$ cat src/rtl/pipe_pkg.sv
`default_nettype none
// ============================================================================
// Module      : pipe_pkg
// Description : Shared constants and types for the skid-buffered pipeline
//               stage: occupancy encoding, default bubble control word and
//               the {ctrl, data} beat layout for the default configuration.
// Revision    : 1.0 - initial release
// ============================================================================
package pipe_pkg;

    // Occupancy encoding presented on occ_o.
    localparam logic [1:0] OCC_EMPTY = 2'd0;
    localparam logic [1:0] OCC_ONE   = 2'd1;
    localparam logic [1:0] OCC_FULL  = 2'd2;

    // Default payload widths and bubble control word. The bubble is kept as
    // an integer so it can be cast to whatever CTRL_W an instance uses.
    localparam int PIPE_DATA_W      = 32;
    localparam int PIPE_CTRL_W      = 8;
    localparam int PIPE_CTRL_BUBBLE = 0;

    // Beat layout for the default widths; instances with other widths
    // declare the same {ctrl, data} packing locally from their parameters.
    typedef struct packed {
        logic [PIPE_CTRL_W-1:0] ctrl;
        logic [PIPE_DATA_W-1:0] data;
    } pipe_beat_t;

endpackage : pipe_pkg
`default_nettype wire

$ cat src/rtl/pipe_entry_reg.sv
`default_nettype none
// ============================================================================
// Module      : pipe_entry_reg
// Description : One storage entry (valid + ctrl + data) of the pipeline
//               stage. Clear invalidates the entry and forces ctrl to the
//               bubble word while data keeps its value; clear wins over load.
// Ports       : clk_i, rst_i (async, active-low), clear_i, load_i,
//               ctrl_i/data_i (load value), valid_o/ctrl_o/data_o (state).
// Revision    : 1.0 - initial release
// ============================================================================
module pipe_entry_reg #(
    parameter int                DATA_W      = 32,
    parameter int                CTRL_W      = 8,
    parameter logic [CTRL_W-1:0] CTRL_BUBBLE = '0
) (
    input  logic              clk_i,
    input  logic              rst_i,
    input  logic              clear_i,
    input  logic              load_i,
    input  logic [CTRL_W-1:0] ctrl_i,
    input  logic [DATA_W-1:0] data_i,
    output logic              valid_o,
    output logic [CTRL_W-1:0] ctrl_o,
    output logic [DATA_W-1:0] data_o
);

    logic              r_valid;
    logic [CTRL_W-1:0] r_ctrl;
    logic [DATA_W-1:0] r_data;

    always_ff @(posedge clk_i or negedge rst_i) begin
        if (!rst_i) begin
            r_valid <= 1'b0;
            r_ctrl  <= CTRL_BUBBLE;
            r_data  <= '0;
        end else if (clear_i) begin
            r_valid <= 1'b0;
            r_ctrl  <= CTRL_BUBBLE;
        end else if (load_i) begin
            r_valid <= 1'b1;
            r_ctrl  <= ctrl_i;
            r_data  <= data_i;
        end
    end

    assign valid_o = r_valid;
    assign ctrl_o  = r_ctrl;
    assign data_o  = r_data;

endmodule : pipe_entry_reg
`default_nettype wire

$ cat src/rtl/pipe_stage_skid.sv
`default_nettype none
// ============================================================================
// Module      : pipe_stage_skid
// Description : Pipeline stage register with valid/ready handshake and a
//               two-entry (main + skid) buffer. Full throughput, strict FIFO
//               order, registered in_ready_o, synchronous flush to bubble.
// Ports       : clk_i, rst_i (async, active-low), flush_i,
//               in_valid_i/in_ready_o/in_data_i/in_ctrl_i   (upstream),
//               out_valid_o/out_ready_i/out_data_o/out_ctrl_o (downstream),
//               occ_o (0 empty, 1 one, 2 full).
// Revision    : 1.0 - initial release
// ============================================================================
module pipe_stage_skid
    import pipe_pkg::*;
#(
    parameter int                DATA_W      = PIPE_DATA_W,
    parameter int                CTRL_W      = PIPE_CTRL_W,
    parameter logic [CTRL_W-1:0] CTRL_BUBBLE = CTRL_W'(PIPE_CTRL_BUBBLE)
) (
    input  logic              clk_i,
    input  logic              rst_i,
    input  logic              flush_i,
    input  logic              in_valid_i,
    output logic              in_ready_o,
    input  logic [DATA_W-1:0] in_data_i,
    input  logic [CTRL_W-1:0] in_ctrl_i,
    output logic              out_valid_o,
    input  logic              out_ready_i,
    output logic [DATA_W-1:0] out_data_o,
    output logic [CTRL_W-1:0] out_ctrl_o,
    output logic [1:0]        occ_o
);

    logic [1:0]        r_occ;
    logic [1:0]        w_occ_nxt;
    logic              w_in_fire;
    logic              w_out_fire;
    logic              w_main_load;
    logic              w_main_clear;
    logic              w_skid_load;
    logic              w_skid_clear;
    logic              w_skid_valid;
    logic [CTRL_W-1:0] w_skid_ctrl;
    logic [DATA_W-1:0] w_skid_data;
    logic [CTRL_W-1:0] w_main_ctrl_d;
    logic [DATA_W-1:0] w_main_data_d;

    // in_ready_o decodes registered state only, so out_ready_i never reaches it.
    assign in_ready_o = (r_occ != OCC_FULL);
    assign w_in_fire  = in_valid_i && in_ready_o;
    assign w_out_fire = out_valid_o && out_ready_i;

    always_comb begin
        w_occ_nxt    = r_occ;
        w_main_load  = 1'b0;
        w_main_clear = 1'b0;
        w_skid_load  = 1'b0;
        w_skid_clear = 1'b0;
        if (flush_i) begin
            // Flush beats any transfer; an incoming beat is simply dropped.
            w_main_clear = 1'b1;
            w_skid_clear = 1'b1;
            w_occ_nxt    = OCC_EMPTY;
        end else begin
            case (r_occ)
                OCC_EMPTY: begin
                    if (w_in_fire) begin
                        w_main_load = 1'b1;
                        w_occ_nxt   = OCC_ONE;
                    end
                end
                OCC_ONE: begin
                    if (w_in_fire && !w_out_fire) begin
                        w_skid_load = 1'b1;
                        w_occ_nxt   = OCC_FULL;
                    end else if (w_out_fire && !w_in_fire) begin
                        w_main_clear = 1'b1;
                        w_occ_nxt    = OCC_EMPTY;
                    end else if (w_in_fire && w_out_fire) begin
                        w_main_load = 1'b1;
                    end
                end
                OCC_FULL: begin
                    if (w_out_fire) begin
                        w_main_load  = 1'b1;
                        w_skid_clear = 1'b1;
                        w_occ_nxt    = OCC_ONE;
                    end
                end
                default: w_occ_nxt = OCC_EMPTY;
            endcase
        end
    end

    // Main refills from skid whenever skid holds the older beat.
    assign w_main_ctrl_d = w_skid_valid ? w_skid_ctrl : in_ctrl_i;
    assign w_main_data_d = w_skid_valid ? w_skid_data : in_data_i;

    always_ff @(posedge clk_i or negedge rst_i) begin
        if (!rst_i) begin
            r_occ <= OCC_EMPTY;
        end else begin
            r_occ <= w_occ_nxt;
        end
    end

    pipe_entry_reg #(
        .DATA_W      (DATA_W),
        .CTRL_W      (CTRL_W),
        .CTRL_BUBBLE (CTRL_BUBBLE)
    ) u_main (
        .clk_i   (clk_i),
        .rst_i   (rst_i),
        .clear_i (w_main_clear),
        .load_i  (w_main_load),
        .ctrl_i  (w_main_ctrl_d),
        .data_i  (w_main_data_d),
        .valid_o (out_valid_o),
        .ctrl_o  (out_ctrl_o),
        .data_o  (out_data_o)
    );

    pipe_entry_reg #(
        .DATA_W      (DATA_W),
        .CTRL_W      (CTRL_W),
        .CTRL_BUBBLE (CTRL_BUBBLE)
    ) u_skid (
        .clk_i   (clk_i),
        .rst_i   (rst_i),
        .clear_i (w_skid_clear),
        .load_i  (w_skid_load),
        .ctrl_i  (in_ctrl_i),
        .data_i  (in_data_i),
        .valid_o (w_skid_valid),
        .ctrl_o  (w_skid_ctrl),
        .data_o  (w_skid_data)
    );

    assign occ_o = r_occ;

endmodule : pipe_stage_skid
`default_nettype wire

$ cat config.mk
export PLATFORM = sky130hd
export DESIGN_NAME = pipe_stage_skid
export DESIGN_NICKNAME = d
export VERILOG_FILES = /design/src/rtl/pipe_pkg.sv /design/src/rtl/pipe_entry_reg.sv /design/src/rtl/pipe_stage_skid.sv
export SDC_FILE = /design/constraint.sdc
export NUM_CORES = 1
export LEC_CHECK = 0
export BUFFER_PORTS_ARGS = -buffer_cell sky130_fd_sc_hd__buf_2
export CAP_MARGIN = 10
export CORE_UTILIZATION = 54
export CTS_CLUSTER_SIZE = 10
export DETAILED_ROUTE_END_ITERATION = 6
export GPL_TIMING_DRIVEN = 0
export PLACE_DENSITY = 0.79
export SLEW_MARGIN = 40
export SYNTH_ARGS = -nofsm -noshare
export SYNTH_HDL_FRONTEND = slang
export SYNTH_HIERARCHICAL = 1
export SYNTH_SLANG_ARGS = --single-unit
$ cat constraint.sdc
create_clock -name clk_i -period 2.12 [get_ports clk_i]
set_input_delay 0.318 -clock clk_i [delete_from_list [all_inputs] [get_ports clk_i]]
set_output_delay 0.318 -clock clk_i [all_outputs]
set_load 0.005 [all_outputs]
==> qor.csv, run 1 <==
metric;value;unit
maxCapViolCount;0;
ys_ff_latch;84;
synthXorXnorAreaFrac;0;%
synth_fa_ha_area_share;0;%
drc;0;
clock_path_buffers;2;
cp-end-kind;register;
syn_avg_cell_area;15.9;sq um
gp_congestion;0.736;
pre_cts_ws;0.0425;ns
yosysSeqAreaShare;51.2;%
maxSlewViolCount;0;
grt_pass1_wl;11.6;mm
ys_top_cells_by_count;dfrtp_1, mux2_4, mux2_2, nor2_1, mux2i_1;
skew;0.0125;ns
ys_top_cells_by_area;dfrtp_1, mux2_4, mux2_2;
fin_crit_sh;96.6;%
yosys.area.top_type;dfrtp_1;
hold_viol_final;0;
die-area;7950;sq um
design_area;4930;sq um
postRouteAntennaNets;0;
synth_edf_count;0;
netlist_instances;259;
met2_usage;28.8;%
insertion_delay;0.34;ns
initial_core_util;56.3;%
synth_top_area_share;51.2;%
crit_fanout;10;
cts_root_buffer;clkbuf_8;
io_pins;89;
synth_mux_area_share;38.2;%
fin_crit;2.05;ns
final_nets;409;
yosys.area_share.simple;3.96;%
ys_types;24;
cts_tree;done;
power_leakage;2.36;nW
core;7290;sq um
async_reset_ff_share;100;%
synth_compound_area_share;1.19;%
setup_viol;0;
synthMostInstantiatedCell;dfrtp_1;
worstSetupPathType;register to register;
worstMarginPinSlew;0.360;ns
area_delta_synth_final;20.1;%
cts_sinks;84;
drtIter0Drc;40;
met1_usage;27.8;%
worstPathRequired;2.35;ns
cp_slowest_cell;dfrtp_1;
cp.arrival;2.27;ns
grt_usage;19.4;%
clkSlewWorstSetupHoldPaths;0.09;ns
cp_common_cell;buf_6;
hp-class;input pin to register;
htree_levels;3;
cp-start-kind;register;
ys.flop_type;dfrtp_1;
drive_above_1_share;64.2;%
ys_warn_count;6;
use_met3;4.52;%
place_area;4700;sq um
grt_pass1_vias;2352;
synth_top_family_by_area;multiplexers;
max_stage_delay;0.44;ns
tns;0;ns
crit_buf_inv;3;
vias;2429;
cts_resized;0;
grt_max_degree;53;
overflow;0;
routed_wl;7.35;mm
syn-num-nets;304;
dp_hpwl;5.04;mm
crit_family;buffers and inverters;
post_drt_via_cell_ratio;5.19;
setup_ws;0.0715;ns
io_buffers;88;
wl_per_cell;15.7;microns
busiest_layer;met2;
row_count;31;
crit_chain;nand2b_4, a2bb2oi_1, a21oi_1, buf_6, nor2b_4, buf_6, buf_12, mux2_4;
status;finished clean;
antenna_found_initial;0;
die-width;89.2;microns
slew_headroom;75.7;%
dr.pass1.iters;4;
diodes;0;
dieHeight;89.2;microns
netlist_area;4110;sq um
ir_worst_vdd;540;uV
cts_buffers;9;
rsz0062_at_grt;no;
fmax;488;MHz
power.density;923;nW/um^2
[worst reg2reg max path: stages (launching register included)]
cell and delay [ns]:
dfrtp_1 0.44, nand2b_4 0.18, a2bb2oi_1 0.17, a21oi_1 0.18, buf_6 0.19, nor2b_4 0.16
buf_6 0.15, buf_12 0.15, mux2_4 0.31
[layer usage]
layer / vias up / wire length (microns)
li1: 1129 / -
met1: 1225 / 3450
met2: 69 / 3430
met3: 6 / 397
met4: 0 / 80
met5: - / 0
[layout make-up]
class | count | area [sq um]
Tap cell | 99 | 124
Clock inverter | 6 | 47.5
Buffer | 16 | 218
Timing Repair Buffer | 94 | 514
Clock buffer | 10 | 138
Inverter | 2 | 7.51
Multi-Input combinational cell | 157 | 1780
Fill cell | 555 | 2360
Sequential cell | 84 | 2100
[kinds of logic (layout without fill, tap and decap cells)]
| family | Yosys count | count (layout) |
|---|---|---|
| and+or+nand+nor | 30 | 30 |
| muxes | 121 | 121 |
| AOI/OAI and AO/OA | 6 | 6 |
| buffers and inverters | 18 | 128 |
| DFF | 84 | 84 |
[final timing paths]
kind	from	slack [ns]	endpoint	cells after the start
worst max-delay path	occ_o[0]	0.07	u_main/data_o[5]	8
worst min-delay path	out_ready_i	0.17	occ_o[1]	2
min in group asynchronous	rst_i	0.42	u_skid/data_o[27]	2
worst max register to register	occ_o[0]	0.07	u_main/data_o[5]	8
worst min register to register	u_main/data_o[4]	0.51	u_main/data_o[4]	1
max in group asynchronous	rst_i	1.14	u_skid/data_o[3]	3
[through the flow]
stage          hold slack (ns)  instances  power (mW)  util (%)
6_report                 0.170        468        4.55      67.6
2_1_floorplan           0.0224        259        3.07         -
3_3_place_gp             0.484        446        3.45      64.0
4_1_cts                  0.157        464        4.60      67.2
5_1_grt                  0.170        468        4.82      67.6
3_5_place_dp             0.227        447        3.51      64.5
[what timing repair did]
item,in CTS,in global routing
setup buffers,0,4
hold buffers,1,0
hold endpoints to repair,32,0
endpoints found under the setup margin,0,30
[cells in the final DEF, fill, tap and decap left out, drive strengths merged, types with 2 or more instances in the layout]
cell type	count
mux2i	17
nor2	20
mux2	104
nor2b	3
nand2	2
inv	4
dfrtp	84
clkbuf	10
buf	109
clkinv	3
[where the power goes]
part	total (mW)	internal, mW	switching [mW]
combinational	1.20	0.832	0.371
clock	1.06	0.468	0.593
sequential	2.28	2.04	0.243
total	4.55	3.34	1.21
[registers in the layout, summed over array words and instances, names as in the netlist]
name and cells:
u_skid/data_o 32, u_main/valid_o 1, occ_o 2, u_main/data_o 32
u_main/ctrl_o 8, u_skid/valid_o 1, u_skid/ctrl_o 8
Power figures use the tool's default switching activity.
==> run 2: changes to the inputs <==
Settings changed: RECOVER_POWER set to 50.
==> qor.csv, run 2 (synthesis gave the netlist of run 1 again) <==
metric;value;unit
final_cells;468;
combinationalPowerShare;26.2;%
cp_slowest_cell;dfrtp_1;
power.switching;1.21;mW
overflow;0;
grt_pass1_wl;11.6;mm
rsz0062_at_grt;no;
crit_chain;nand2b_4, a2bb2oi_1, a21oi_1, buf_6, nor2b_4, buf_6, buf_12, mux2_4;
layout_common_cells;dfrtp_1, buf_2, mux2_4;
io_buffers;88;
insertion_delay;0.34;ns
hold_viol_final;0;
clock_path_buffers;2;
grt_max_degree;53;
holdWs;0.170;ns
grt_pass1_vias;2352;
postRouteAntennaNets;0;
power_leakage;2.33;nW
initial_core_util;56.3;%
r2r_setup_slack;0.07;ns
worstPathRequired;2.35;ns
fin_crit_sh;96.6;%
cp-start-kind;register;
swShare;26.7;%
drc;0;
slew_headroom;42.2;%
grt_usage;19.4;%
maxSlewViolCount;0;
die-width;89.2;microns
worstMarginPinSlew;0.866;ns
p_int;3.32;mW
dr.pass1.iters;4;
htree_levels;3;
crit_fanout;10;
pwr-share-clk;23.4;%
cp_common_cell;buf_6;
diodes;0;
cts_root_buffer;clkbuf_8;
routed_wl;7.36;mm
cp-end-kind;register;
area_delta_synth_final;19.6;%
final_common_cell;dfrtp_1;
fin_crit;2.05;ns
core;7290;sq um
setup_viol;0;
ir_worst_vdd;540;uV
cp.arrival;2.27;ns
io_pins;89;
drtIter0Drc;40;
dp_hpwl;5.04;mm
cts_sinks;84;
final_nets;409;
cts_tree;done;
drive_above_1_share;61.8;%
pwr-share-seq;50.4;%
dieHeight;89.2;microns
maxCapViolCount;0;
worstHoldStart;out_ready_i;
dp.cells;447;
rr_startpoint;occ_o[0];
gp_congestion;0.736;
tns;0;ns
max_stage_delay;0.44;ns
cts_buffers;9;
skew;0.0125;ns
antenna_found_initial;0;
fillCellCount;561;
worstSetupPathType;register to register;
row_count;31;
vias;2429;
power.density;923;nW/um^2
fmax;488;MHz
status;finished clean;
hp-class;input pin to register;
clkSlewWorstSetupHoldPaths;0.09;ns
wl_per_cell;15.7;microns
critPathLaunch;occ_o[0];
post_drt_via_cell_ratio;5.19;
die-area;7950;sq um
run 2: cell count changes in the layout (fill, tap and decap cells not counted), sizes merged:
cell / change
buf: -10
clkbuf: +10
run 2: metrics by stage:
step	power (mW)	utilization [%]	setup WS (ns)	instance area (sq um)
after floorplan	3.07	-	0.211	4110
after global placement	3.45	64.0	0.0455	4670
after detailed placement	3.51	64.5	0.0425	4700
after CTS	4.60	67.2	0.0373	4900
after global routing	4.81	67.3	0.00864	4910
final	4.53	67.3	0.0716	4910
run 2: worst max-delay path, delay by kind of cell (launching register included):
family / cells / cell delay (ns)
buffers and inverters: 3 / 0.49
flip-flops: 1 / 0.44
multiplexers: 1 / 0.31
AND/OR/NAND/NOR: 2 / 0.34
AO/OA/AOI/OAI: 2 / 0.34
run 2: final timing paths:
path                            cells after the start                end
worst max-delay path                                8   u_main/data_o[5]
worst min-delay path                                2           occ_o[1]
worst max register to register                      8   u_main/data_o[5]
worst min register to register                      1   u_skid/data_o[0]
max in group asynchronous                           3   u_skid/data_o[3]
min in group asynchronous                           2  u_skid/data_o[27]
run 2: cell type report:
cell class	count	area, sq um	share of cell area (%)
Clock inverter	6	47.5	0.968
Sequential cell	84	2100	42.8
Tap cell	99	124	2.52
Buffer	16	218	4.43
Inverter	2	7.51	0.153
Multi-Input combinational cell	157	1780	36.2
Clock buffer	10	138	2.80
Timing Repair Buffer	94	497	10.1
run 2: per-layer routing:
layer / part of all wire (%) / track usage (%)
met1: 47 / 27.8
met4: 1.1 / 7.36
met3: 5.5 / 4.52
met5: 0 / 0
met2: 46 / 28.8
run 2: timing repair:
item                                    in CTS  in global routing
endpoints found under the setup margin       0                 30
endpoints found under the hold margin       32                  0
hold buffers                                 1                  0
buffers inserted                             0                  4
resized for setup                            0                  0
run 2: power by group through the flow:
| stage | Clock, mW | Sequential [mW] | Combinational [mW] |
|---|---|---|---|
| after global routing | 1.17 | 2.33 | 1.31 |
| final | 1.06 | 2.28 | 1.19 |
| after detailed placement | 0 | 2.31 | 1.21 |
| after CTS | 1.10 | 2.29 | 1.22 |
| after global placement | 0 | 2.27 | 1.17 |
| after floorplan | 0 | 2.28 | 0.796 |
